$ cat src/rtl/core_avl_arbiter_2to1_if.sv
// Avalon-MM command/response bundle shared by the arbiter's master and slave sides.
// A command transfers on a cycle where (read || write) && request_ready; a read beat
// transfers on any cycle with read_data_valid (no back-pressure on responses).
interface core_avl_arbiter_2to1_if #(
  parameter int BURST_W = 8
);
  logic [31:0]        address;
  logic               read;
  logic               write;
  logic [3:0]         byte_en;
  logic [31:0]        write_data;
  logic               begin_burst_transfer;
  logic [BURST_W-1:0] burst_count;
  logic               request_ready;
  logic [31:0]        read_data;
  logic               read_data_valid;

  modport master (
    output address, read, write, byte_en, write_data, begin_burst_transfer, burst_count,
    input  request_ready, read_data, read_data_valid
  );

  modport slave (
    input  address, read, write, byte_en, write_data, begin_burst_transfer, burst_count,
    output request_ready, read_data, read_data_valid
  );
endinterface

$ cat src/rtl/core_avl_arbiter_2to1.sv
// Round-robin 2:1 Avalon-MM arbiter with grant hold, write-burst lock and an
// ID FIFO that routes returning read beats to the master that issued the read.
module core_avl_arbiter_2to1 #(
  parameter int OUTSTANDING_DEPTH = 4,
  parameter int BURST_W           = 8
) (
  input  logic                  clk,
  input  logic                  rest,
  core_avl_arbiter_2to1_if.slave  avl_m0,
  core_avl_arbiter_2to1_if.slave  avl_m1,
  core_avl_arbiter_2to1_if.master avl_s0,
  output logic                  err_unexpected_rsp
);
  localparam int PTR_W = $clog2(OUTSTANDING_DEPTH);
  localparam logic [PTR_W:0] DEPTH_CNT = (PTR_W+1)'(OUTSTANDING_DEPTH);

  logic               last_grant;
  logic               hold_valid, hold_id;
  logic               lock_valid, lock_id;
  logic [BURST_W-1:0] wbeats, rbeats;

  logic               fifo_id    [OUTSTANDING_DEPTH];
  logic [BURST_W-1:0] fifo_beats [OUTSTANDING_DEPTH];
  logic [PTR_W-1:0]   wr_ptr, rd_ptr;
  logic [PTR_W:0]     count;

  logic               fifo_full, fifo_empty;
  logic               elig0, elig1;
  logic               grant_valid, grant_id;
  logic               accept, push, pop, rsp_hit;
  logic [BURST_W-1:0] eff_count, rbeats_nxt;

  logic [31:0]        cmd_address, cmd_write_data;
  logic               cmd_read, cmd_write, cmd_begin;
  logic [3:0]         cmd_byte_en;
  logic [BURST_W-1:0] cmd_burst_count;

  assign fifo_full  = (count >= DEPTH_CNT);
  assign fifo_empty = (count == '0);

  // The full test ignores a same-cycle pop so the eligibility path stays short.
  assign elig0 = avl_m0.write || (avl_m0.read && !fifo_full);
  assign elig1 = avl_m1.write || (avl_m1.read && !fifo_full);

  always_comb begin
    grant_valid = 1'b0;
    grant_id    = 1'b0;
    if (lock_valid) begin
      grant_valid = 1'b1;
      grant_id    = lock_id;
    end else if (hold_valid) begin
      grant_valid = 1'b1;
      grant_id    = hold_id;
    end else if (elig0 && elig1) begin
      grant_valid = 1'b1;
      grant_id    = ~last_grant;
    end else if (elig0) begin
      grant_valid = 1'b1;
      grant_id    = 1'b0;
    end else if (elig1) begin
      grant_valid = 1'b1;
      grant_id    = 1'b1;
    end
  end

  always_comb begin
    cmd_address     = '0;
    cmd_read        = 1'b0;
    cmd_write       = 1'b0;
    cmd_byte_en     = '0;
    cmd_write_data  = '0;
    cmd_begin       = 1'b0;
    cmd_burst_count = '0;
    if (grant_valid && !grant_id) begin
      cmd_address     = avl_m0.address;
      cmd_read        = avl_m0.read;
      cmd_write       = avl_m0.write;
      cmd_byte_en     = avl_m0.byte_en;
      cmd_write_data  = avl_m0.write_data;
      cmd_begin       = avl_m0.begin_burst_transfer;
      cmd_burst_count = avl_m0.burst_count;
    end else if (grant_valid && grant_id) begin
      cmd_address     = avl_m1.address;
      cmd_read        = avl_m1.read;
      cmd_write       = avl_m1.write;
      cmd_byte_en     = avl_m1.byte_en;
      cmd_write_data  = avl_m1.write_data;
      cmd_begin       = avl_m1.begin_burst_transfer;
      cmd_burst_count = avl_m1.burst_count;
    end
  end

  assign avl_s0.address              = cmd_address;
  assign avl_s0.read                 = cmd_read;
  assign avl_s0.write                = cmd_write;
  assign avl_s0.byte_en              = cmd_byte_en;
  assign avl_s0.write_data           = cmd_write_data;
  assign avl_s0.begin_burst_transfer = cmd_begin;
  assign avl_s0.burst_count          = cmd_burst_count;

  assign avl_m0.request_ready = grant_valid && !grant_id && avl_s0.request_ready;
  assign avl_m1.request_ready = grant_valid &&  grant_id && avl_s0.request_ready;

  assign accept     = (cmd_read || cmd_write) && avl_s0.request_ready;
  assign push       = accept && cmd_read;
  assign eff_count  = (cmd_burst_count == '0) ? BURST_W'(1) : cmd_burst_count;

  // Read beats are routed by the oldest outstanding read; data is broadcast.
  assign rsp_hit    = avl_s0.read_data_valid && !fifo_empty;
  assign rbeats_nxt = rbeats + BURST_W'(1);
  assign pop        = rsp_hit && (rbeats_nxt == fifo_beats[rd_ptr]);

  assign avl_m0.read_data       = avl_s0.read_data;
  assign avl_m1.read_data       = avl_s0.read_data;
  assign avl_m0.read_data_valid = rsp_hit && !fifo_id[rd_ptr];
  assign avl_m1.read_data_valid = rsp_hit &&  fifo_id[rd_ptr];

  always_ff @(posedge clk or posedge rest) begin
    if (rest) begin
      last_grant         <= 1'b1;
      hold_valid         <= 1'b0;
      hold_id            <= 1'b0;
      lock_valid         <= 1'b0;
      lock_id            <= 1'b0;
      wbeats             <= '0;
      rbeats             <= '0;
      wr_ptr             <= '0;
      rd_ptr             <= '0;
      count              <= '0;
      err_unexpected_rsp <= 1'b0;
    end else begin
      if (accept) begin
        last_grant <= grant_id;
        hold_valid <= 1'b0;
      end else if (grant_valid) begin
        hold_valid <= 1'b1;
        hold_id    <= grant_id;
      end

      if (accept && cmd_write) begin
        if (!lock_valid) begin
          if (eff_count > BURST_W'(1)) begin
            lock_valid <= 1'b1;
            lock_id    <= grant_id;
            wbeats     <= eff_count - BURST_W'(1);
          end
        end else begin
          wbeats <= wbeats - BURST_W'(1);
          if (wbeats == BURST_W'(1)) lock_valid <= 1'b0;
        end
      end

      if (push) wr_ptr <= wr_ptr + PTR_W'(1);
      if (pop)  rd_ptr <= rd_ptr + PTR_W'(1);
      case ({push, pop})
        2'b10:   count <= count + (PTR_W+1)'(1);
        2'b01:   count <= count - (PTR_W+1)'(1);
        default: count <= count;
      endcase

      if (rsp_hit) rbeats <= pop ? '0 : rbeats_nxt;
      if (avl_s0.read_data_valid && fifo_empty) err_unexpected_rsp <= 1'b1;
    end
  end

  always_ff @(posedge clk) begin
    if (push) begin
      fifo_id[wr_ptr]    <= grant_id;
      fifo_beats[wr_ptr] <= eff_count;
    end
  end
endmodule

$ cat src/flat_wrapper.sv
// flat-port wrapper written by rule: the top's interface ports become plain ports
module core_avl_arbiter_2to1_flat 
#(
  parameter int OUTSTANDING_DEPTH = 4,
  parameter int BURST_W           = 8
)
  (clk, rest, err_unexpected_rsp, avl_m0_address, avl_m0_read, avl_m0_write, avl_m0_byte_en, avl_m0_write_data, avl_m0_begin_burst_transfer, avl_m0_burst_count, avl_m0_request_ready, avl_m0_read_data, avl_m0_read_data_valid, avl_m1_address, avl_m1_read, avl_m1_write, avl_m1_byte_en, avl_m1_write_data, avl_m1_begin_burst_transfer, avl_m1_burst_count, avl_m1_request_ready, avl_m1_read_data, avl_m1_read_data_valid, avl_s0_address, avl_s0_read, avl_s0_write, avl_s0_byte_en, avl_s0_write_data, avl_s0_begin_burst_transfer, avl_s0_burst_count, avl_s0_request_ready, avl_s0_read_data, avl_s0_read_data_valid);
  core_avl_arbiter_2to1_if #(.BURST_W(BURST_W)) avl_m0_i ();
  core_avl_arbiter_2to1_if #(.BURST_W(BURST_W)) avl_m1_i ();
  core_avl_arbiter_2to1_if #(.BURST_W(BURST_W)) avl_s0_i ();
  input  logic clk;
  input  logic rest;
  output logic err_unexpected_rsp;
  input wire logic [$bits(avl_m0_i.address)-1:0] avl_m0_address;
  input wire logic [$bits(avl_m0_i.read)-1:0] avl_m0_read;
  input wire logic [$bits(avl_m0_i.write)-1:0] avl_m0_write;
  input wire logic [$bits(avl_m0_i.byte_en)-1:0] avl_m0_byte_en;
  input wire logic [$bits(avl_m0_i.write_data)-1:0] avl_m0_write_data;
  input wire logic [$bits(avl_m0_i.begin_burst_transfer)-1:0] avl_m0_begin_burst_transfer;
  input wire logic [$bits(avl_m0_i.burst_count)-1:0] avl_m0_burst_count;
  output wire logic [$bits(avl_m0_i.request_ready)-1:0] avl_m0_request_ready;
  output wire logic [$bits(avl_m0_i.read_data)-1:0] avl_m0_read_data;
  output wire logic [$bits(avl_m0_i.read_data_valid)-1:0] avl_m0_read_data_valid;
  input wire logic [$bits(avl_m1_i.address)-1:0] avl_m1_address;
  input wire logic [$bits(avl_m1_i.read)-1:0] avl_m1_read;
  input wire logic [$bits(avl_m1_i.write)-1:0] avl_m1_write;
  input wire logic [$bits(avl_m1_i.byte_en)-1:0] avl_m1_byte_en;
  input wire logic [$bits(avl_m1_i.write_data)-1:0] avl_m1_write_data;
  input wire logic [$bits(avl_m1_i.begin_burst_transfer)-1:0] avl_m1_begin_burst_transfer;
  input wire logic [$bits(avl_m1_i.burst_count)-1:0] avl_m1_burst_count;
  output wire logic [$bits(avl_m1_i.request_ready)-1:0] avl_m1_request_ready;
  output wire logic [$bits(avl_m1_i.read_data)-1:0] avl_m1_read_data;
  output wire logic [$bits(avl_m1_i.read_data_valid)-1:0] avl_m1_read_data_valid;
  output wire logic [$bits(avl_s0_i.address)-1:0] avl_s0_address;
  output wire logic [$bits(avl_s0_i.read)-1:0] avl_s0_read;
  output wire logic [$bits(avl_s0_i.write)-1:0] avl_s0_write;
  output wire logic [$bits(avl_s0_i.byte_en)-1:0] avl_s0_byte_en;
  output wire logic [$bits(avl_s0_i.write_data)-1:0] avl_s0_write_data;
  output wire logic [$bits(avl_s0_i.begin_burst_transfer)-1:0] avl_s0_begin_burst_transfer;
  output wire logic [$bits(avl_s0_i.burst_count)-1:0] avl_s0_burst_count;
  input wire logic [$bits(avl_s0_i.request_ready)-1:0] avl_s0_request_ready;
  input wire logic [$bits(avl_s0_i.read_data)-1:0] avl_s0_read_data;
  input wire logic [$bits(avl_s0_i.read_data_valid)-1:0] avl_s0_read_data_valid;
  assign avl_m0_i.address = avl_m0_address;
  assign avl_m0_i.read = avl_m0_read;
  assign avl_m0_i.write = avl_m0_write;
  assign avl_m0_i.byte_en = avl_m0_byte_en;
  assign avl_m0_i.write_data = avl_m0_write_data;
  assign avl_m0_i.begin_burst_transfer = avl_m0_begin_burst_transfer;
  assign avl_m0_i.burst_count = avl_m0_burst_count;
  assign avl_m0_request_ready = avl_m0_i.request_ready;
  assign avl_m0_read_data = avl_m0_i.read_data;
  assign avl_m0_read_data_valid = avl_m0_i.read_data_valid;
  assign avl_m1_i.address = avl_m1_address;
  assign avl_m1_i.read = avl_m1_read;
  assign avl_m1_i.write = avl_m1_write;
  assign avl_m1_i.byte_en = avl_m1_byte_en;
  assign avl_m1_i.write_data = avl_m1_write_data;
  assign avl_m1_i.begin_burst_transfer = avl_m1_begin_burst_transfer;
  assign avl_m1_i.burst_count = avl_m1_burst_count;
  assign avl_m1_request_ready = avl_m1_i.request_ready;
  assign avl_m1_read_data = avl_m1_i.read_data;
  assign avl_m1_read_data_valid = avl_m1_i.read_data_valid;
  assign avl_s0_address = avl_s0_i.address;
  assign avl_s0_read = avl_s0_i.read;
  assign avl_s0_write = avl_s0_i.write;
  assign avl_s0_byte_en = avl_s0_i.byte_en;
  assign avl_s0_write_data = avl_s0_i.write_data;
  assign avl_s0_begin_burst_transfer = avl_s0_i.begin_burst_transfer;
  assign avl_s0_burst_count = avl_s0_i.burst_count;
  assign avl_s0_i.request_ready = avl_s0_request_ready;
  assign avl_s0_i.read_data = avl_s0_read_data;
  assign avl_s0_i.read_data_valid = avl_s0_read_data_valid;
  core_avl_arbiter_2to1 #(.OUTSTANDING_DEPTH(OUTSTANDING_DEPTH), .BURST_W(BURST_W)) u_core (.clk(clk), .rest(rest), .avl_m0(avl_m0_i), .avl_m1(avl_m1_i), .avl_s0(avl_s0_i), .err_unexpected_rsp(err_unexpected_rsp));
endmodule
$ cat config.mk
export PLATFORM = sky130hd
export DESIGN_NAME = core_avl_arbiter_2to1_flat
export DESIGN_NICKNAME = d
export VERILOG_FILES = /design/src/rtl/core_avl_arbiter_2to1_if.sv /design/src/rtl/core_avl_arbiter_2to1.sv /design/src/flat_wrapper.sv
export SDC_FILE = /design/constraint.sdc
export NUM_CORES = 1
export LEC_CHECK = 0
export CAP_MARGIN = 25
export CORE_AREA = 2 2 132 134
export DETAILED_ROUTE_END_ITERATION = 12
export DIE_AREA = 0 0 134 136
export PLACE_DENSITY = 0.79
export SYNTH_ARGS = -nofsm -noshare
export SYNTH_HDL_FRONTEND = slang
export SYNTH_SLANG_ARGS = --single-unit
$ cat constraint.sdc
create_clock -name clk -period 4 [get_ports clk]
set_input_delay 0.8 -clock clk [delete_from_list [all_inputs] [get_ports clk]]
set_output_delay 0.8 -clock clk [all_outputs]
set_load 0.01 [all_outputs]
==> results of run 1 <==
[final cells by class]
type,count,area share
diodes,1,0.0003140
inverters,20,0.009419
flip-flops and latches,65,0.2268
repair buffers,285,0.3509
clock inverters,6,0.01444
multi-input cells,450,0.3341
well taps,225,0.03532
clock buffers,10,0.02873
[worst min-delay path by stage]
stage | startpoint | end | slack, ns | cells after the start
floorplan | u_core.wbeats[1] | u_core.wbeats[1] | 0.46 | 2
global route | u_core.err_unexpected_rsp | u_core.err_unexpected_rsp | 0.47 | 1
global placement | u_core.err_unexpected_rsp | u_core.err_unexpected_rsp | 0.44 | 1
finish | u_core.err_unexpected_rsp | u_core.err_unexpected_rsp | 0.45 | 1
CTS | u_core.err_unexpected_rsp | u_core.err_unexpected_rsp | 0.46 | 1
detailed placement | u_core.err_unexpected_rsp | u_core.err_unexpected_rsp | 0.45 | 1
[state kept, by name, indices dropped and copies added, names as in the netlist]
register	count
u_core.wbeats	8
u_core.last_grant	1
u_core.wr_ptr	2
u_core.rbeats	8
u_core.fifo_id	4
u_core.err_unexpected_rsp	1
u_core.lock_valid	1
u_core.fifo_beats	32
u_core.hold_id	1
u_core.count	3
u_core.rd_ptr	2
u_core.lock_id	1
u_core.hold_valid	1
[report_power, final]
group | switching [mW] | total [mW] | internal [mW]
Clock | 0.288 | 0.900 | 0.612
Combinational | 0.399 | 0.919 | 0.520
Sequential | 0.118 | 0.946 | 0.828
[synth_stat cells (all sizes together) (2+ instances only)]
library cell	instances	area, sq um
a221o	2	20.02
and2	6	37.54
buf	77	549.3
nor2	20	75.07
a31o	2	17.52
o31ai	3	22.52
inv	20	75.07
xor2	4	35.03
a31oi	4	25.02
o21a	2	15.01
a21o	2	15.01
ha	10	125.1
o22a	4	35.03
o21ai	102	510.5
o211ai	4	30.03
a211oi	2	15.01
edfxtp	36	1081
nand4	3	18.77
mux4	9	225.2
nand2	174	655.6
mux2i	3	30.03
nor2b	2	12.51
dfrtp	28	700.7
and3	7	43.79
nand3	9	50.05
nor4	5	31.28
nor3	14	81.33
or3	8	50.05
or4	2	15.01
clkbuf	24	90.09
nor4b	2	23.77
mux2	6	67.56
xnor3	2	45.04
xnor2	9	78.83
a21oi	14	70.07
[critical path, delay by kind of cell]
kind / cells / cell delay [ns]
buffers and inverters: 4 / 1.46
AND/OR/NAND/NOR: 1 / 0.20
AO/OA/AOI/OAI: 3 / 0.66
[what timing repair did]
item,CTS,global route
endpoints found under the setup margin,20,19
pin swaps,0,1
resized for setup,9,12
endpoints found under the hold margin,0,0
hold buffers,0,0
[stage by stage]
stage | utilization | power, mW | setup TNS, ns | hold slack, ns | std cells
2_1_floorplan | - | 1.507 | 0 | 0.4648 | 636
3_3_place_gp | 0.4501 | 1.840 | -1.014 | 0.4372 | 1045
3_5_place_dp | 0.4501 | 1.874 | -0.8524 | 0.4473 | 1045
4_1_cts | 0.4705 | 2.781 | 0 | 0.4566 | 1061
5_1_grt | 0.4723 | 2.921 | -0.04188 | 0.4706 | 1062
6_report | 0.4723 | 2.765 | 0 | 0.4505 | 1062
[layout by cell type (no fill, tap or decap), types with 6 or more instances in the layout]
cell	Yosys	routed
clkbuf_16	0	9
or3_1	8	8
o21ai_0	100	86
nor2_1	20	20
nand3_1	8	8
mux4_1	6	6
and2_1	6	6
and3_1	7	7
a21oi_1	14	14
edfxtp_1	36	36
o21ai_1	2	11
nand2_1	173	173
nor3_1	13	13
clkdlybuf4s50_1	0	244
ha_1	10	10
mux2_2	6	6
xnor2_1	9	9
buf_4	64	36
dfrtp_1	28	28
inv_1	19	19
[kinds of logic (layout without fill, tap and decap cells)]
logic type	Yosys count	in the layout	share of synthesized area
XOR/XNOR	16	16	0.03551
buffers and inverters	121	321	0.1389
AND/OR/NAND/NOR	256	256	0.2184
AO/OA/AOI/OAI	149	149	0.1647
flip-flops	65	65	0.3515
multiplexers	18	18	0.06276
adder cells (fa/ha/maj)	11	11	0.02822
other	0	1	0
[routing by layer]
metal | vias up | wire length [microns] | GRT usage
met4 | 0 | 493 | 0.06856
met2 | 200 | 9318 | 0.3330
met3 | 31 | 949 | 0.03952
li1 | 2535 | - | -
met1 | 2313 | 7621 | 0.2445
met5 | - | 0 | 0
==> results.txt, run 1 <==
number of enable flip-flop cells after synthesis = 36
R2R cell count = 12
peak per-stage delay on the critical path = 0.60 ns
synth warn = 0
minimum clock period = 3.958 ns
Congestion Overflow GR = 0
Seq/Total Area, Yosys = 0.3515
Tcrit/Tclk final = 0.9896
P&R area growth vs syn = 54.95%
FMAX = 0.2526 GHz
worst path cell trace = clkdlybuf4s50_1, nor2b_1, o21ai_2, a31o_4, buf_12, buf_6, o21ai_1, clkdlybuf4s50_1
die area = 18220 sq um
Worst VDD drop = 0.3038 mV
Unique masters post-synth = 60
Clock Sinks = 65
Required @ worst endpoint = 3.20 ns
RSZ-0062 raised after global routing = true
CTS buffer count = 9
Max Cap Viol = 0
Critical-path top delay cell = clkdlybuf4s50_1
Max Transition Viols Final = 0
crit path from = avl_m0_read
initial antenna violation count = 1
WP data arrival = 3.16 ns
Multi-input gate area = 2663 sq um
critical path endpoint category = output pin
largest net degree at the start of global routing = 44
TritonCTS clock tree = done
crit-path most repeated cell = clkdlybuf4s50_1
Initial Utilization = 0.3048
DRT Pass-1 Iters = 5
Final Skew = 0.009382 ns
Worst-Skew Late Latency = 0.33 ns
vias in the first global route = 4895
drt wl/cell = 17.31 microns
Most used DFF post-synth = edfxtp_1
core area = 16880 sq um
HP Class = register to register
placed cell areas = 7596 sq um
dpl ws = -0.1635 ns
clock transition at the registers of the reported paths = 0.05 ns
final non-filler cell area = 7970 sq um
startpoint types = primary input
H-tree levels = 3
Antenna Nets Post-Route = 0
Cells after Synth = 636
FF-to-FF Start = u_core.rd_ptr[0]
PwrDens = 347.0 nW/um^2
GRT Resource Usage Total = 0.1947
DPL Wire Length = 14.95 mm
Worst Tran Pin Value = 0.6768 ns
r2r setup slk = 0.69 ns
Critical Path Sink = avl_s0_write_data[31]
chip width = 134 microns
io pins = 342
CTS root buffer = clkbuf_16
status = finished, final reports clean
postcts setup bufs = 0
mapped cell area = 5144 sq um
Async SR Flop Fraction = 0.4462
chip height = 136 microns
vias per cell = 4.782
Final Net Count = 1036
critical path type = primary input to output pin
number of DRC markers in iteration 0 = 327
fraction of layout cells with a size suffix above 1 = 0.09450
Seq cells post-synth = 65
sequential cell area = 1808 sq um
final setup vio count = 0
worst-case clock buffer depth = 2
critical path fanouts, max = 40
number of core rows = 48
Rel. slew slack = 0.5441
residual DRC count = 0
Final Hold Fails = 0
fill count = 1556
first-pass GRT wire length = 26.89 mm
leakage = 3.145 nW
syn nets = 841
GPL Wtd Cong = 0.9654
port bufs = 245
setup ws final = 0.04170 ns
Critical R2R Capture = u_core.count[2]
mean post-synth cell area = 8.088 sq um
Vias = 5079
final WL = 18.38 mm
No activity file was read; power rests on OpenSTA's default activity.
==> run 2: changes to the inputs <==
--- a/config.mk
+++ b/config.mk
@@ -7,8 +7,10 @@
 export LEC_CHECK = 0
 export CAP_MARGIN = 25
 export CORE_AREA = 2 2 132 134
+export CTS_BUF_LIST = sky130_fd_sc_hd__clkbuf_16
 export DETAILED_ROUTE_END_ITERATION = 12
 export DIE_AREA = 0 0 134 136
+export MAX_ROUTING_LAYER = met4
 export PLACE_DENSITY = 0.79
 export SYNTH_ARGS = -nofsm -noshare
 export SYNTH_HDL_FRONTEND = slang
==> results.txt, run 2 (synthesized netlist as in run 1, its figures left out) <==
status = finished, final reports clean
initial antenna violation count = 3 (+2)
crit-path most repeated cell = clkdlybuf4s50_1
GPL Wtd Cong = 0.9549 (-1.1%)
chip height = 136 microns (unchanged)
HP Class = register to register
io pins = 342 (unchanged)
P&R area growth vs syn = 54.15%
Worst Tran Pin Value = 0.6683 ns (-0.008464 ns)
Final Net Count = 1032 (-0.39%)
CTS buffer count = 9 (unchanged)
Required @ worst endpoint = 3.20 ns (about the same)
Critical-path top delay cell = clkdlybuf4s50_1
DRT Pass-1 Iters = 5 (unchanged)
worst-case clock buffer depth = 2 (unchanged)
most frequent cells in the layout = clkdlybuf4s50_1 (239), nand2_1 (173), o21ai_0 (89)
final setup vio count = 0 (unchanged)
core area = 16880 sq um (unchanged)
fill count = 1600 (+2.8%)
number of core rows = 48 (unchanged)
vias per cell = 4.936 (+3.2%)
die area = 18220 sq um (unchanged)
startpoint types = primary input
H-tree levels = 3 (unchanged)
drt wl/cell = 17.90 microns (+3.4%)
Tcrit/Tclk final = 0.9802 (-0.009341)
Worst VDD drop = 0.2910 mV (-4.2%)
Rel. slew slack = 0.5498 (+0.005703)
Post-CTS Hold Fix Bufs = 0 (unchanged)
critical path fanouts, max = 77 (+93%)
worst path cell trace = clkdlybuf4s50_1, nor2b_1, o21ai_2, a31o_4, buf_16, buf_4, o21ai_1, clkdlybuf4s50_1
vias in the first global route = 4994 (+2.0%)
leakage = 3.149 nW (+0.13%)
Initial Utilization = 0.3048 (unchanged)
RSZ-0062 raised after global routing = false
clock transition at the registers of the reported paths = 0.05 ns (about the same)
Worst-Skew Late Latency = 0.33 ns (about the same)
Vias = 5232 (+3.0%)
final WL = 18.98 mm (+3.2%)
hold slack = 0.4513 ns (+0.0008600 ns)
CTS root buffer = clkbuf_16
Largest Register = u_core.fifo_beats
Congestion Overflow GR = 0 (unchanged)
Clock Sinks = 65 (unchanged)
PwrDens = 340.2 nW/um^2 (-1.9%)
placed cell areas = 7559 sq um (-0.49%)
max FFs per register = 32 (unchanged)
fraction of layout cells with a size suffix above 1 = 0.09014 (-0.004353)
critical path endpoint category = output pin
GRT Resource Usage Total = 0.2056 (+0.01085)
minimum clock period = 3.921 ns (-0.03736 ns)
Antenna Nets Post-Route = 0 (unchanged)
Final Skew = 0.006907 ns (-0.002475 ns)
chip width = 134 microns (unchanged)
Final Hold Fails = 0 (unchanged)
port bufs = 245 (unchanged)
final non-filler cell area = 7929 sq um (-0.52%)
critical path type = primary input to output pin
WP data arrival = 3.12 ns (-0.04 ns)
DPL Wire Length = 15.49 mm (+3.6%)
top flop regs = u_core.fifo_beats: 32 flops, u_core.rbeats: 8 flops, u_core.wbeats: 8 flops
first-pass GRT wire length = 27.60 mm (+2.6%)
most common cell after layout, fill and taps aside = clkdlybuf4s50_1
Max Cap Viol = 0 (unchanged)
peak per-stage delay on the critical path = 0.59 ns (about the same)
Max Transition Viols Final = 0 (unchanged)
residual DRC count = 0 (unchanged)
number of DRC markers in iteration 0 = 302 (-7.6%)
FMAX = 0.2550 GHz (+0.95%)
TritonCTS clock tree = done
largest net degree at the start of global routing = 78 (+77%)
## run 2: cell count changes in the layout (fill, tap and decap cells not counted), sizes merged
cell / change
dlygate4sd2: +1
buf: -4
clkinv: +1
dlymetal6s2s: +4
clkinvlp: +1
clkdlybuf4s50: -5
clkbuf: -1
bufinv: -1
diode: +2
## run 2: stage by stage
step	setup TNS [ns]	setup slack, ns	instances	total power, mW	util
final	0	0.07906	1060	2.697	0.4698
after global routing	0	0.01324	1060	2.840	0.4698
after CTS	0	0.01439	1056	2.719	0.4673
after detailed placement	-0.8316	-0.2468	1040	1.871	0.4479
after global placement	-0.5370	-0.2429	1040	1.842	0.4479
after floorplan	0	0.1734	636	1.507	-
## run 2: area by class of cell
| cell class | count | area, sq um | share of cell area |
|---|---|---|---|
| clock inverter | 7 | 93.84 | 0.01184 |
| inverter | 20 | 75.07 | 0.009468 |
| sequential | 65 | 1808 | 0.2280 |
| multi-input combinational | 450 | 2659 | 0.3353 |
| timing repair buffer | 281 | 2779 | 0.3505 |
| clock buffer | 9 | 225.2 | 0.02840 |
| antenna | 3 | 7.507 | 0.0009468 |
| tap | 225 | 281.5 | 0.03551 |
## run 2: path summary, 6_finish.rpt
| path | from | to | slack, ns | cells past startpoint |
|---|---|---|---|---|
| hold reg to reg | u_core.err_unexpected_rsp | u_core.err_unexpected_rsp | 0.45 | 1 |
| setup reg to reg | u_core.rd_ptr[0] | u_core.count[2] | 0.67 | 11 |
| hold / removal | u_core.err_unexpected_rsp | u_core.err_unexpected_rsp | 0.45 | 1 |
| min in group asynchronous | rest | u_core.rd_ptr[0] | 0.86 | 3 |
| setup / recovery | avl_m0_read | avl_s0_write_data[24] | 0.08 | 8 |
| max in group asynchronous | rest | u_core.last_grant | 2.82 | 3 |
## run 2: repair_timing
action                                  4_1_cts  5_1_grt
endpoints found under the hold margin         0        0
pin swaps                                     0        1
gates resized for setup                       9       13
endpoints found under the setup margin       11       24
buffers inserted                              0        1
## run 2: metal layers
| metal | global-route usage | part of all wire | vias up |
|---|---|---|---|
| li1 | - | - | 2530 |
| met1 | 0.2529 | 0.42 | 2430 |
| met2 | 0.3325 | 0.51 | 241 |
| met3 | 0.03915 | 0.052 | 31 |
| met4 | 0.08629 | 0.028 | 0 |
| met5 | - | 0 | - |
## run 2: report_power, final
part	switching, mW	internal, mW
registers	0.126	0.828
clock network	0.284	0.544
logic	0.397	0.518
## run 2: worst max-delay path, delay by kind of cell
| family | cells | cell delay (ns) |
|---|---|---|
| AND/OR/NAND/NOR | 1 | 0.18 |
| AO/OA/AOI/OAI | 3 | 0.57 |
| buffers and inverters | 4 | 1.52 |
==> run 3: changes to the inputs <==
--- a/config.mk
+++ b/config.mk
@@ -5,9 +5,9 @@
 export SDC_FILE = /design/constraint.sdc
 export NUM_CORES = 1
 export LEC_CHECK = 0
-export CAP_MARGIN = 25
+export CAP_MARGIN = 20
 export CORE_AREA = 2 2 132 134
-export CTS_BUF_LIST = sky130_fd_sc_hd__clkbuf_16
+export CTS_CLUSTER_DIAMETER = 100
 export DETAILED_ROUTE_END_ITERATION = 12
 export DIE_AREA = 0 0 134 136
 export MAX_ROUTING_LAYER = met4
==> results of run 3 <==
The final DEF is identical to that of run 2; final timing and power are the same.
